## src/rtl/ad_sample_ctrl.sv

```systemverilog
// ad_sample_ctrl: ADC acquisition front end.
// Drives a divided ADC clock, waits out a blanking interval after each start,
// then captures a fixed-length frame of samples as single-cycle strobes.
// Optional overrange tracking is built when ADC_OTR_EN is defined.
module ad_sample_ctrl #(
   parameter int DIV           = 50,
   parameter int NUM_SAMPLES   = 4500,
   parameter int BLANK_SAMPLES = 0,
   parameter int DW            = 12
) (
   input  logic          clk_50M,
   input  logic          rst_n,
   input  logic          sys_start_pulse,
   input  logic [DW-1:0] adc_data,
`ifdef ADC_OTR_EN
   input  logic          adc_otr,
   output logic          ovr_flag,
`endif
   output logic          adc_clk,
   output logic          ad_valid_out,
   output logic [DW-1:0] ad_data_out,
   output logic [12:0]   sample_idx,
   output logic          busy,
   output logic          frame_done
);

   localparam int CW = (DIV > 1) ? $clog2(DIV) : 1;
   localparam int SW = (NUM_SAMPLES > 1) ? $clog2(NUM_SAMPLES) : 1;
   localparam int BW = (BLANK_SAMPLES > 1) ? $clog2(BLANK_SAMPLES) : 1;

   localparam logic [CW-1:0] DIV_LAST   = CW'(DIV - 1);
   localparam logic [CW-1:0] DIV_HALF   = CW'(DIV / 2);
   localparam logic [SW-1:0] SAMP_LAST  = SW'(NUM_SAMPLES - 1);
   localparam logic [BW-1:0] BLANK_LAST = BW'(BLANK_SAMPLES - 1);

   typedef enum logic [1:0] {IDLE, BLANK, CAPTURE} state_t;

   state_t          state, state_nxt;
   logic [CW-1:0]   div_cnt, div_nxt;
   logic [BW-1:0]   blank_cnt;
   logic [SW-1:0]   cap_cnt;
   logic            tick, accept, cap_tick, last_cap;

   // A start is taken only from IDLE and never in the frame_done cycle, so a
   // pulse landing on the final strobe cannot chain into a new frame.
   assign tick     = (div_cnt == DIV_LAST);
   assign accept   = sys_start_pulse && (state == IDLE) && !frame_done;
   assign cap_tick = (state == CAPTURE) && tick;
   assign last_cap = (cap_cnt == SAMP_LAST);
   assign busy     = (state != IDLE);

   // Divider restarts on an accepted start so the frame is phase-locked to it.
   always_comb begin
      div_nxt = div_cnt + CW'(1);
      if (accept || tick)
         div_nxt = '0;
   end

   // State register.
   always_ff @(posedge clk_50M or negedge rst_n) begin
      if (!rst_n)
         state <= IDLE;
      else
         state <= state_nxt;
   end

   // Next-state logic: blanking is skipped entirely when BLANK_SAMPLES is 0.
   always_comb begin
      state_nxt = state;
      case (state)
         IDLE:    if (accept) state_nxt = (BLANK_SAMPLES > 0) ? BLANK : CAPTURE;
         BLANK:   if (tick && (blank_cnt == BLANK_LAST)) state_nxt = CAPTURE;
         CAPTURE: if (tick && last_cap) state_nxt = IDLE;
         default: state_nxt = IDLE;
      endcase
   end

   // Free-running divider; adc_clk is registered so it is high exactly while
   // div_cnt is in the lower half of the period.
   always_ff @(posedge clk_50M or negedge rst_n) begin
      if (!rst_n) begin
         div_cnt <= '0;
         adc_clk <= 1'b0;
      end else begin
         div_cnt <= div_nxt;
         adc_clk <= (div_nxt < DIV_HALF);
      end
   end

   // Blanking and capture counters, cleared at the start of each frame.
   always_ff @(posedge clk_50M or negedge rst_n) begin
      if (!rst_n) begin
         blank_cnt <= '0;
         cap_cnt   <= '0;
      end else if (accept) begin
         blank_cnt <= '0;
         cap_cnt   <= '0;
      end else begin
         if ((state == BLANK) && tick)
            blank_cnt <= blank_cnt + BW'(1);
         if (cap_tick)
            cap_cnt <= cap_cnt + SW'(1);
      end
   end

   // Capture at the edge ending the tick; data and index hold between strobes.
   always_ff @(posedge clk_50M or negedge rst_n) begin
      if (!rst_n) begin
         ad_valid_out <= 1'b0;
         frame_done   <= 1'b0;
         ad_data_out  <= '0;
         sample_idx   <= '0;
      end else begin
         ad_valid_out <= cap_tick;
         frame_done   <= cap_tick && last_cap;
         if (cap_tick) begin
            ad_data_out <= adc_data;
            sample_idx  <= 13'(cap_cnt);
         end
      end
   end

`ifdef ADC_OTR_EN
   // Sticky overrange: any out-of-range sample in the frame sets it.
   always_ff @(posedge clk_50M or negedge rst_n) begin
      if (!rst_n)
         ovr_flag <= 1'b0;
      else if (accept)
         ovr_flag <= 1'b0;
      else if (cap_tick && adc_otr)
         ovr_flag <= 1'b1;
   end
`endif

endmodule

```

## config.mk

```make
export PLATFORM = sky130hd
export DESIGN_NAME = ad_sample_ctrl
export DESIGN_NICKNAME = d
export VERILOG_FILES = /design/src/rtl/ad_sample_ctrl.sv
export SDC_FILE = /design/constraint.sdc
export NUM_CORES = 1
export LEC_CHECK = 0
export ABC_CLOCK_PERIOD_IN_PS = 1800
export CAP_MARGIN = 20
export CORE_AREA = 4 4 75 77
export CTS_BUF_LIST = sky130_fd_sc_hd__clkbuf_8 sky130_fd_sc_hd__clkbuf_16
export DETAILED_ROUTE_END_ITERATION = 8
export DIE_AREA = 0 0 79 81
export MAX_ROUTING_LAYER = met4
export PLACE_DENSITY = 0.73
export SLEW_MARGIN = 10
export SYNTH_ARGS = -nofsm -noshare
export SYNTH_HDL_FRONTEND = slang
export SYNTH_SLANG_ARGS = --single-unit
```

## constraint.sdc

```tcl
create_clock -name clk_50M -period 1.8 [get_ports clk_50M]
set_input_delay 0.36 -clock clk_50M [delete_from_list [all_inputs] [get_ports clk_50M]]
set_output_delay 0.36 -clock clk_50M [all_outputs]
set_load 0.03 [all_outputs]
```

==> reports/qor.txt <==
Clk Latency, worst-skew pair -> 0.30 ns
CTS tree -> done
Yosys cell types -> 44
CTS buffer count -> 5
DRC Markers -> 0
Post-synthesis async set-or-reset flop share -> 100%
Post-synth EDFFs -> 0
CTS Sinks -> 48
Pins Over Slew Limit -> 0
Antenna diodes -> 0
Min Clock Period, post-route -> 1.72 ns
Remaining Overflow, GRT -> 0
Via count of the first global-routing pass -> 1802
Crit end category -> flop
Peak fanout along the critical path -> 5
First-pass DRT Iterations -> 4
Initial DRC count -> 45
NumNets Final -> 308
Lkg Pwr -> 1.35 nW
RSZ-0062 raised after global routing -> true
Syn Area/Cell -> 9.47 um^2
Worst Path Class, Setup -> flop to flop
Setup TNS -> 0 ns
Vias per Instance -> 5.03
# rows -> 26
Gpl congestion -> 0.869
Post-DRT Antenna Nets -> 0
Avg WL per Cell -> 13.2 um
Synth area leaders -> dfrtp_1, nand2_1, nor2_1, ha_1, nand3_1
Post-DP HPWL -> 3.42 mm
Ys Warns -> 0
Post-synthesis sequential area ratio -> 54.4%
DIE AREA -> 0.00640 mm^2
# IOs -> 44
Worst Setup Start Kind -> flop
Maximum VDD drop -> 0.000839 V
Core Footprint -> 0.00501 mm^2
Fmax -> 0.581 GHz
Slowest cell on crit path -> dfrtp_1
Synth area leader -> dfrtp_1
Post-route cell area -> 0.00293 mm^2
DIE HEIGHT -> 81 um
Htree depth -> 2
Gr usage total -> 16.9%
Sequence of cells on the critical path -> ha_1 -> and4_1 -> a311oi_2 -> a311oi_1 -> a311o_1
WP data required -> 1.99 ns
Slew @ Worst Pin -> 0.546 ns
Syn Nets -> 251
Vias -> 1815
Crit path largest cell delay -> 0.42 ns
Max Cap Viol -> 0
Top cells by count, synth -> nand2_1, dfrtp_1, nor2_1
Fin. Hold Viols -> 0
Initial antenna violation count -> 0
Global-route wire length before repair -> 8.25 mm
Outcome -> finished, final reports clean
Top cell type's share of synthesized area -> 54.4%
Placement-stage cell area -> 0.00279 mm^2
Share of post-route cells with drive strength above 1 -> 12.0%
Final wirelength -> 4.76 mm
Finish-stage setup viols -> 0
Area grow syn2layout -> 32.8%
R2R Setup Slk -> 0.08 ns
Post-synthesis register bit count -> 48
Mapped Cells -> 233
Worst-path clk slew -> 0.09 ns
Synth Flop Type -> dfrtp_1
IO buf count -> 43
Clk root buf -> clkbuf_8
Hold_ws -> 0.0321 ns
Max Clock Skew -> 0.00574 ns
PwrDens -> 1400 mW/mm^2
Layout Utilization -> 58.5%
CP arrival -> 1.91 ns
Area of the mapped netlist -> 0.00221 mm^2
Largest net degree at the start of global routing -> 27
Initial core utilization -> 44.1%
Slew margin rel. -> 63.6%
Die span in x -> 79 um
Hold Path Class -> input port to asynchronous set/reset pin
Most instantiated library cell after synthesis -> nand2_1
Fin crit share -> 95.6%
Maximum clock path buffer count -> 2
==> worst max-delay path: cells and delay by family (launching register included) <==
kind,cells,cell delay (ns)
flops,1,0.42
fa+ha+maj,1,0.28
compound gates,3,0.67
simple gates,1,0.24
==> timing repair <==
action	in CTS	in global routing
hold buffers	0	0
endpoints found under the setup margin	2	6
pin swaps	0	5
setup buffers	0	2
resized for setup	2	1
==> final timing paths <==
| kind | cells after the start | start | end |
|---|---|---|---|
| setup / recovery | 5 | div_cnt[0]$_DFF_PN0_ | adc_clk$_DFF_PN0_ |
| hold / removal | 1 | rst_n | ad_data_out[9]$_DFFE_PN0P_ |
| setup reg to reg | 5 | div_cnt[0]$_DFF_PN0_ | adc_clk$_DFF_PN0_ |
| hold reg to reg | 2 | ad_data_out[10]$_DFFE_PN0P_ | ad_data_out[10]$_DFFE_PN0P_ |
| max in group asynchronous | 2 | rst_n | div_cnt[5]$_DFF_PN0_ |
| min in group clk_50M | 2 | ad_data_out[10]$_DFFE_PN0P_ | ad_data_out[10]$_DFFE_PN0P_ |
==> power breakdown <==
part / switching (mW) / internal [mW]
sequential: 0.240 / 1.36
clock: 0.360 / 0.454
combinational: 0.922 / 0.775
==> placed cells by master (no fill, tap or decap), drive strengths merged, types with 2 or more instances in the layout <==
cell type       n
a21oi           6
a311oi          2
and2            3
and4            2
buf            18
clkbuf          6
clkdlybuf4s50  40
dfrtp          48
ha              3
inv             5
nand2          86
nand3           7
nand3b          3
nand4           4
nor2           17
nor3            3
nor4            3
o21ai           4
o41ai           3
xnor2           4
xor2            4
==> metrics by stage <==
stage / setup WS [ns] / total power [mW] / cells
4_1_cts: 0.00365 / 4.11 / 359
3_3_place_gp: 0.0613 / 3.21 / 351
3_5_place_dp: -0.0118 / 3.27 / 351
6_report: 0.0784 / 4.11 / 361
5_1_grt: -0.0248 / 4.40 / 361
2_1_floorplan: 0.0523 / 2.60 / 233
==> state kept, by name (all words and copies together), names as in the netlist <==
name,cells
cap_cnt,13
sample_idx,13
ad_data_out,12
div_cnt,6
ad_valid_out,1
adc_clk,1
frame_done,1
state,1
==> cell families (layout without fill, tap and decap cells) <==
kind of cell / Yosys count / count (layout) / share of synthesized area (%)
AND/OR/NAND/NOR: 136 / 136 / 29.6
multiplexers: 1 / 1 / 0.454
flip-flops: 48 / 48 / 54.4
buffers and inverters: 15 / 73 / 3.46
XOR/XNOR: 8 / 8 / 3.17
adder cells (fa/ha/maj): 3 / 3 / 1.70
AO/OA/AOI/OAI: 22 / 22 / 7.20
==> layer usage <==
metal / routed length, um / up-vias / global-route usage [%]
met5: 0 / - / -
met4: 70 / 0 / 5.50
met3: 327 / 9 / 4.21
met2: 2260 / 62 / 28.4
met1: 2100 / 847 / 19.9
li1: - / 897 / -
==> layout make-up <==
cell class | count | area [um^2]
clock inverter | 2 | 38.8
clock buffer | 6 | 82.6
multi-input combinational | 170 | 936
inverter | 5 | 18.8
timing repair buffer | 60 | 567
fill | 462 | 2080
tap | 70 | 87.6
sequential | 48 | 1200
Power figures use the tool's default switching activity.
